### config.mk
export PLATFORM = sky130hd
export DESIGN_NAME = opcode_fetch
export DESIGN_NICKNAME = d
export VERILOG_FILES = /design/src/rtl/opcode_fetch.sv
export SDC_FILE = /design/constraint.sdc
export NUM_CORES = 1
export LEC_CHECK = 0
export CAP_MARGIN = 5
export CORE_MARGIN = 2
export CORE_UTILIZATION = 58
export CTS_CLUSTER_SIZE = 25
export DETAILED_ROUTE_END_ITERATION = 8
export DONT_BUFFER_PORTS = 1
export PLACE_DENSITY = 0.77
export RECOVER_POWER = 25
export SLEW_MARGIN = 20
export SYNTH_ARGS = -nofsm -noshare
export SYNTH_HDL_FRONTEND = slang
export SYNTH_SLANG_ARGS = --single-unit
export TNS_END_PERCENT = 10
### constraint.sdc
create_clock -name clk -period 1.3 [get_ports clk]
set_input_delay 0.13 -clock clk [delete_from_list [all_inputs] [get_ports clk]]
set_output_delay 0.13 -clock clk [all_outputs]
set_load 0.05 [all_outputs]
### src/rtl/opcode_fetch.sv
// opcode_fetch: latches the fetched opcode, or injects BRK when a reset, NMI or IRQ sequence must run.
module opcode_fetch #(
   parameter logic [7:0] BRK_OPCODE = 8'h00
) (
   input  logic       clk,
   input  logic       nrst,
   input  logic [7:0] dataBus,
   input  logic       getInstruction,
   input  logic       nNMI,
   input  logic       nIRQ,
   input  logic       iFlag,
   output logic [7:0] opcodeNext,
   output logic [7:0] opcode,
   output logic [1:0] interruptSource,
   output logic       pcHold
);
   typedef enum logic [1:0] {NONE, RESET, NMI, IRQ} source_t;
   logic nmiSync1, nmiSync2, nmiPrev, irqSync1, irqSync2;
   logic nmiPending, resetPending, nmiEdge, irqActive;
   source_t source;
   assign nmiEdge = nmiPrev & ~nmiSync2;
   assign irqActive = ~irqSync2 & ~iFlag;
   always_comb source = resetPending ? RESET : nmiPending ? NMI : irqActive ? IRQ : NONE;
   assign opcodeNext = (source != NONE) ? BRK_OPCODE : dataBus;
   always_ff @(posedge clk or negedge nrst)
      if (!nrst) begin
         {nmiSync1, nmiSync2, nmiPrev, irqSync1, irqSync2} <= 5'b11111;
         nmiPending <= 1'b0;
         resetPending <= 1'b1;
         opcode <= 8'h00;
         interruptSource <= NONE;
         pcHold <= 1'b0;
      end else begin
         nmiSync1 <= nNMI;
         nmiSync2 <= nmiSync1;
         nmiPrev <= nmiSync2;
         irqSync1 <= nIRQ;
         irqSync2 <= irqSync1;
         // a new edge wins over the clear from an NMI fetch in the same cycle
         nmiPending <= nmiEdge | (nmiPending & ~(getInstruction & (source == NMI)));
         if (getInstruction) begin
            resetPending <= 1'b0;
            opcode <= opcodeNext;
            interruptSource <= source;
            pcHold <= (source != NONE);
         end
      end
endmodule

==> results of run 1 <==
==> cells by family after synthesis <==
kind of cell / count (synthesis)
compound gates: 13
simple gates: 21
flops: 18
buf+inv: 15
==> Yosys cell counts <==
cell	count
a22o_1	2
buf_2	4
buf_6	1
dfrtp_1	12
dfstp_2	6
inv_1	9
inv_2	1
nand2_1	8
nand2b_1	1
nor2b_1	2
nor3_1	1
nor3b_1	8
o21bai_4	1
o22a_1	1
o31a_1	1
o32ai_1	7
o32ai_2	1
or2_2	1
==> stage by stage <==
step	setup slack (ps)	cell area [sq um]	util [%]	hold WS, ps
floorplan	-111	877	-	-166
detailed placement	-88.9	1130	88.8	-165
global placement	-33.1	1130	88.8	-165
==> flow_metrics.py, run 1 <==
metrics = {
    "die": {
        "initial_core_util_pct": 61.3,
        "die_w_microns": 40.6,
        "pin_count": 33,
        "rows": 13,
        "die_h_microns": 40.6,
    },
    "synthesis": {
        "synthXorXnorAreaFrac_pct": 0,
        "postSynthAreaPerCell_sq_um": 11.6,
        "synthTopCellsByArea": "dfrtp_1, dfstp_2, o32ai_1, nor3b_1, inv_1",
        "yosysSeqAreaShare_pct": 58.8,
        "synth_compound_area_share_pct": 16.9,
        "synthAdderAreaFrac_pct": 0,
        "ys_ff_latch": 18,
        "syn-num-nets": 81,
        "synthSimpleGateAreaFrac_pct": 15.4,
        "yosysWarnings": 0,
        "yosysTopAreaCellShare_pct": 38.6,
        "synthMuxAreaShare_pct": 0,
        "netlist_area_sq_um": 778,
        "synth_top_cell_by_area": "dfrtp_1",
        "netlist_instances": 67,
        "synth_cell_types": 18,
        "synth_top_family_by_area": "compound AO/OA/AOI/OAI gates",
    },
    "clocking": {
        "post-cts-setup-buffers": 3,
        "htree_levels": 1,
        "cts_made_buffers": 3,
        "cts_buffer_depth": 2,
        "cts_hold_buf": 11,
        "cts.sinks": 18,
        "cts_resized": 1,
        "root_buffer": "clkbuf_4",
    },
    "status": {
        "stop_stage": "clock tree synthesis",
        "status": "stopped before the end",
        "tool.error": "[ERROR DPL-0038] Utilization greater than 100%, impossible to legalize",
    },
    "place": {
        "placed_cells": 98,
        "place_congestion": 0.629,
        "dp_hpwl_microns": 1420,
        "io_buffer_count": 0,
    },
}
==> inputs of run 2 (changes only) <==
--- a/config.mk
+++ b/config.mk
@@ -6,12 +6,11 @@
 export NUM_CORES = 1
 export LEC_CHECK = 0
 export CAP_MARGIN = 5
-export CORE_MARGIN = 2
-export CORE_UTILIZATION = 58
-export CTS_CLUSTER_SIZE = 25
+export CORE_AREA = 2 2 63 65
 export DETAILED_ROUTE_END_ITERATION = 8
+export DIE_AREA = 0 0 65 67
 export DONT_BUFFER_PORTS = 1
-export PLACE_DENSITY = 0.77
+export PLACE_DENSITY_LB_ADDON = 0.15
 export RECOVER_POWER = 25
 export SLEW_MARGIN = 20
 export SYNTH_ARGS = -nofsm -noshare
==> flow_metrics.py, run 2 <==
metrics = {
    "sta": {
        "fmax_ghz": 0.641,
        "layout_setup_ws_ps": -261,
        "tightest_slew_ps": 848,
        "slew-limit-headroom_pct": 43.3,
        "finalCritPeriodShare_pct": 120,
        "finalCriticalPeriod_ps": 1560,
        "drv_slew": 0,
        "final.setup.tns_ps": -2020,
        "final-hold-violation-count": 0,
        "grt_setup_unrepaired": "true",
        "clock_skew_ps": 3.80,
        "setup_viol": 8,
    },
    "setup_path": {
        "required_ps": 1170,
        "crit_path_top_delay_cell": "dfstp_2",
        "start_kind": "register",
        "end_kind": "output port",
        "crit_arrival_ps": 1430,
        "path_class": "register to output port",
        "crit_top_cell": "buf_12",
        "crit_chain": "o21bai_4 -> buf_12 -> nor3b_4 -> buf_12",
        "worst-path-buf-inv": 2,
        "critPathMaxFanout": 15,
        "critPathMaxStageDelay_ps": 550,
        "crit_family": "flip-flops",
    },
    "clocking": {
        "cts.sinks": 18,
        "cts_buffer_depth": 2,
        "htree_levels": 1,
        "root_buffer": "clkbuf_8",
        "clk_latency_ps": 250,
        "clk_pin_slew_ps": 70,
        "cts_tree": "done",
        "cts_made_buffers": 3,
    },
    "power_and_ir_drop": {
        "peakVddDrop_mv": 0.642,
        "power_leakage_nw": 0.536,
        "power_density_nw_per_um2": 1220,
        "p_total_mw": 1.57,
    },
    "grt": {
        "antenna_found_initial": 0,
        "grt_pass1_wl_microns": 2950,
        "overflow": 0,
        "grt_max_degree": 21,
        "grt_pass1_vias": 577,
        "grt_use_total_pct": 9.20,
    },
    "route": {
        "drtIter0Drc": 15,
        "vias_per_cell": 4.17,
        "first_pass_iters": 4,
        "drc": 0,
        "wirelength_microns": 1840,
        "final_antenna_net_count": 0,
        "detail_route.wl_per_cell_microns": 13.0,
        "dr_total_vias": 588,
    },
    "synthesis": {
        "yosysSeqAreaShare_pct": 58.8,
        "synth_top_cell_by_area": "dfrtp_1",
        "synthTopCellsByArea": "dfrtp_1, dfstp_2, o32ai_1, nor3b_1, inv_1",
        "synth_commonest_cells": "dfrtp_1, inv_1, nand2_1, nor3b_1, o32ai_1",
        "ys_ff_latch": 18,
        "yosysTopAreaCellShare_pct": 38.6,
        "async_flop_share_pct": 100,
        "netlist_area_sq_um": 778,
        "synth_most_common_cell": "dfrtp_1",
        "syn-num-nets": 81,
        "yosysWarnings": 0,
        "postSynthAreaPerCell_sq_um": 11.6,
        "synth_cell_types": 18,
        "synth_edf_count": 0,
        "netlist_instances": 67,
        "ys.flop_type": "dfrtp_1",
    },
    "final_layout": {
        "fin_area_sq_um": 1290,
        "nets": 108,
        "top_register": "opcode",
        "drive_gt1_share_pct": 50.5,
        "largest_reg_flops": 8,
        "most-common-layout-cells": "dfrtp_1, buf_12, inv_1",
        "antennaDiodeCount": 0,
        "reg_top3": "opcode: 8 flops, interruptSource: 2 flops",
        "final_common_cell": "dfrtp_1",
        "syn2layout_area_growth_pct": 65.8,
    },
    "status": {
        "status": "finished, violations left",
        "failed_checks": "negative setup slack",
    },
    "die": {
        "initial_core_util_pct": 21.6,
        "die_w_microns": 65,
        "pin_count": 33,
        "die_h_microns": 67,
        "coreArea_sq_um": 3610,
        "rows": 22,
        "floorplan.die_area_sq_um": 4360,
    },
    "place": {
        "dp_slack_ps": -83.7,
        "dpl_cell_area_sq_um": 1160,
        "io_buffer_count": 0,
        "place_congestion": 0.627,
        "dp_hpwl_microns": 1190,
    },
    "hold_path": {
        "hold_path.class": "input port to register",
    },
    "job": {
        "cap_viol_max_count": 0,
    },
}
run 2: cell counts after synthesis:
No cell type changed its count.
run 2: per-layer routing:
metal / global-route usage, % / wire (microns)
met5: 0 / 0
met4: 1.60 / 10
met3: 4.22 / 159
met2: 16.1 / 934
met1: 10.4 / 731
run 2: cell families after synthesis:
group | after synthesis | share of synthesized area [%]
compound gates | 13 | 16.9
simple gates | 21 | 15.4
buf+inv | 15 | 8.84
flops | 18 | 58.8
run 2: stage by stage:
step,utilization [%],instances,hold WS (ps)
floorplan,-,67,-166
global placement,32.2,130,-165
detailed placement,32.2,130,-165
CTS,35.8,141,10.6
global route,35.8,141,21.6
finish,35.8,141,20.0
run 2: power by group:
part	switching (mW)	total (mW)	internal, mW	leakage [nW]
logic	0.295	0.490	0.195	0.293
clock network	0.174	0.442	0.268	0.0288
registers	0.0245	0.635	0.611	0.215
run 2: cell type report:
cell class                 count  area [sq um]
multi-input combinational     34           357
tap                           48          60.1
clock buffer                   4          55.1
fill                         368          2320
sequential                    18           458
inverter                      10          37.5
timing repair buffer          27           323
run 2: repair_timing:
action | 4_1_cts | 5_1_grt
resized for setup | 0 | 2
setup endpoints to repair | 16 | 12
cloned | 0 | 0
buffers inserted | 3 | 0
hold buffers | 4 | 0
pin swaps | 1 | 2
hold endpoints to repair | 29 | 0
run 2: path summary, 6_finish.rpt:
check | endpoint | cells after the start | from | slack, ps
min reg2reg | irqSync2 | 0 | irqSync1 | 360
min | opcode[7] | 2 | dataBus[7] | 20
min in group asynchronous | opcode[2] | 1 | nrst | 430
max | opcodeNext[3] | 4 | irqSync2 | -260
max in group asynchronous | interruptSource[0] | 1 | nrst | 340
max reg2reg | pcHold | 4 | irqSync2 | 20
Power figures use the tool's default switching activity.
==> inputs of run 3 (changes only) <==
--- a/config.mk
+++ b/config.mk
@@ -12,6 +12,7 @@
 export DONT_BUFFER_PORTS = 1
 export PLACE_DENSITY_LB_ADDON = 0.15
 export RECOVER_POWER = 25
+export REMOVE_ABC_BUFFERS = 1
 export SLEW_MARGIN = 20
 export SYNTH_ARGS = -nofsm -noshare
 export SYNTH_HDL_FRONTEND = slang
==> flow_metrics.py, run 3 (synthesized netlist as in run 2, its figures left out) <==
metrics = {
    "final_layout": {
        "nets": 113,
        "final_common_cell": "buf_4",
        "multi_input_area_sq_um": 325,
        "top_register": "opcode",
        "final_core_util_pct": 33.1,
        "finalNonFillerCells": 146,
        "regArea_sq_um": 458,
        "most-common-layout-cells": "buf_4, dfrtp_1, inv_1, buf_6",
        "largest_reg_flops": 8,
        "fill_cells": 375,
        "reg_top3": "opcode: 8 flops, interruptSource: 2 flops",
        "syn2layout_area_growth_pct": 53.5,
        "antennaDiodeCount": 0,
        "drive_gt1_share_pct": 51.0,
    },
    "grt": {
        "grt_max_degree": 19,
        "use_met3_pct": 2.20,
        "grtUsageMet1_pct": 13.8,
        "grtUsageMet2_pct": 14.4,
        "overflow": 0,
        "grt.busiest_layer": "met2",
        "antenna_found_initial": 0,
        "grt_pass1_vias": 627,
        "grt_use_total_pct": 10.2,
        "grt_pass1_wl_microns": 3200,
    },
    "sta": {
        "grt_setup_unrepaired": "true",
        "setup_viol": 8,
        "tightest_slew_ps": 841,
        "finalCritPeriodShare_pct": 116,
        "clock_skew_ps": 6.42,
        "drv_slew": 0,
        "fmax_ghz": 0.666,
        "slew-limit-headroom_pct": 43.7,
        "final-hold-violation-count": 0,
        "layout_setup_ws_ps": -202,
        "finalCriticalPeriod_ps": 1500,
    },
    "power_and_ir_drop": {
        "p_total_mw": 1.47,
        "peakVddDrop_mv": 0.278,
        "power_density_nw_per_um2": 1230,
        "power_leakage_nw": 0.526,
    },
    "clocking": {
        "cts_made_buffers": 3,
        "root_buffer": "clkbuf_8",
        "cts_buffer_depth": 2,
        "clk_pin_slew_ps": 70,
        "htree_levels": 1,
        "cts_tree": "done",
        "cts.sinks": 18,
        "clk_latency_ps": 250,
    },
    "job": {
        "cap_viol_max_count": 0,
    },
    "hold_path": {
        "worstHoldPathCells": 2,
        "worstHoldEndpoint": "opcode[2]",
        "hold_path.class": "input port to register",
        "hold_start": "dataBus[2]",
    },
    "die": {
        "initial_core_util_pct": 21.6,
        "die_w_microns": 65,
        "floorplan.die_area_sq_um": 4360,
        "coreArea_sq_um": 3610,
        "pin_count": 33,
        "rows": 22,
        "die_h_microns": 67,
    },
    "setup_path": {
        "critPathMaxStageDelay_ps": 590,
        "reg2reg_slack_ps": 10,
        "crit_path_top_delay_cell": "dfstp_2",
        "start_kind": "register",
        "required_ps": 1170,
        "path_class": "register to output port",
        "reg2reg_to": "opcode[6]",
        "timing.rr.start": "irqSync2",
        "crit_chain": "o21bai_4 -> nor3b_2 -> buf_6",
        "crit_arrival_ps": 1370,
        "critPathMaxFanout": 6,
        "r2r_cells": 4,
        "end_kind": "output port",
    },
    "status": {
        "failed_checks": "negative setup slack",
        "status": "finished, violations left",
    },
    "route": {
        "wirelength_microns": 1980,
        "dr_total_vias": 621,
        "first_pass_iters": 4,
        "drtIter0Drc": 38,
        "drc": 0,
        "detail_route.wl_per_cell_microns": 13.5,
        "final_antenna_net_count": 0,
        "vias_per_cell": 4.25,
    },
    "place": {
        "place_congestion": 0.622,
        "dp_hpwl_microns": 1210,
        "io_buffer_count": 0,
        "placed_cells": 133,
        "dp_slack_ps": 11.6,
    },
}
run 3: cell count changes in the layout (fill, tap and decap cells not counted), sizes merged:
cell | before | now
buf | 17 | 22
clkbuf | 10 | 8
dlygate4sd3 | 4 | 5
o21bai | 1 | 2
run 3: worst max-delay path by stage:
| stage | startpoint | to | slack, ps | cells past startpoint |
|---|---|---|---|---|
| floorplan | irqSync2 | opcodeNext[0] | -690 | 2 |
| global route | irqSync2 | opcodeNext[4] | -280 | 3 |
| finish | irqSync2 | opcodeNext[4] | -200 | 3 |
| global placement | irqSync2 | opcodeNext[4] | 10 | 3 |
| detailed placement | irqSync2 | opcodeNext[6] | 10 | 3 |
| CTS | irqSync2 | opcodeNext[7] | -220 | 3 |
run 3: report_power, final:
part	switching [mW]	internal, mW	leakage [nW]
clock network	0.172	0.217	0.0228
registers	0.0268	0.611	0.215
logic	0.285	0.159	0.288
run 3: area by class of cell:
cell class              instances  area share (%)
clock buffers                   4            3.77
flip-flops and latches         18            38.3
repair buffers                 31            22.5
well taps                      48            5.03
inverters                      10            3.14
multi-input cells              35            27.2
run 3: metal layers:
layer  share of wire [%]  up-vias
li1                    -      296
met1                  45      301
met2                  47       22
met3                 5.7        2
met4                 1.4        0
met5                   0        -
run 3: what timing repair did:
| item | CTS | global route |
|---|---|---|
| endpoints found under the setup margin | 8 | 10 |
| setup buffers | 3 | 0 |
| gates cloned | 1 | 0 |
| hold buffers | 4 | 1 |
| endpoints found under the hold margin | 29 | 1 |
| resized for setup | 12 | 0 |
| pin swaps | 12 | 0 |
run 3: critical path, delay by kind of cell, from the launching register on:
kind	cells	cell delay, ps
buffers and inverters	1	180
AND/OR/NAND/NOR	1	200
flip-flops	1	590
AO/OA/AOI/OAI	1	150
run 3: metrics by stage:
stage	TNS, ps	hold WS, ps	cell area [sq um]
final	-1530	21.0	1190
after global routing	-2110	0.898	1190
after CTS	-1680	9.12	1190
after detailed placement	0	-165	1020
after global placement	0	-165	1020
after floorplan	-5530	-166	747
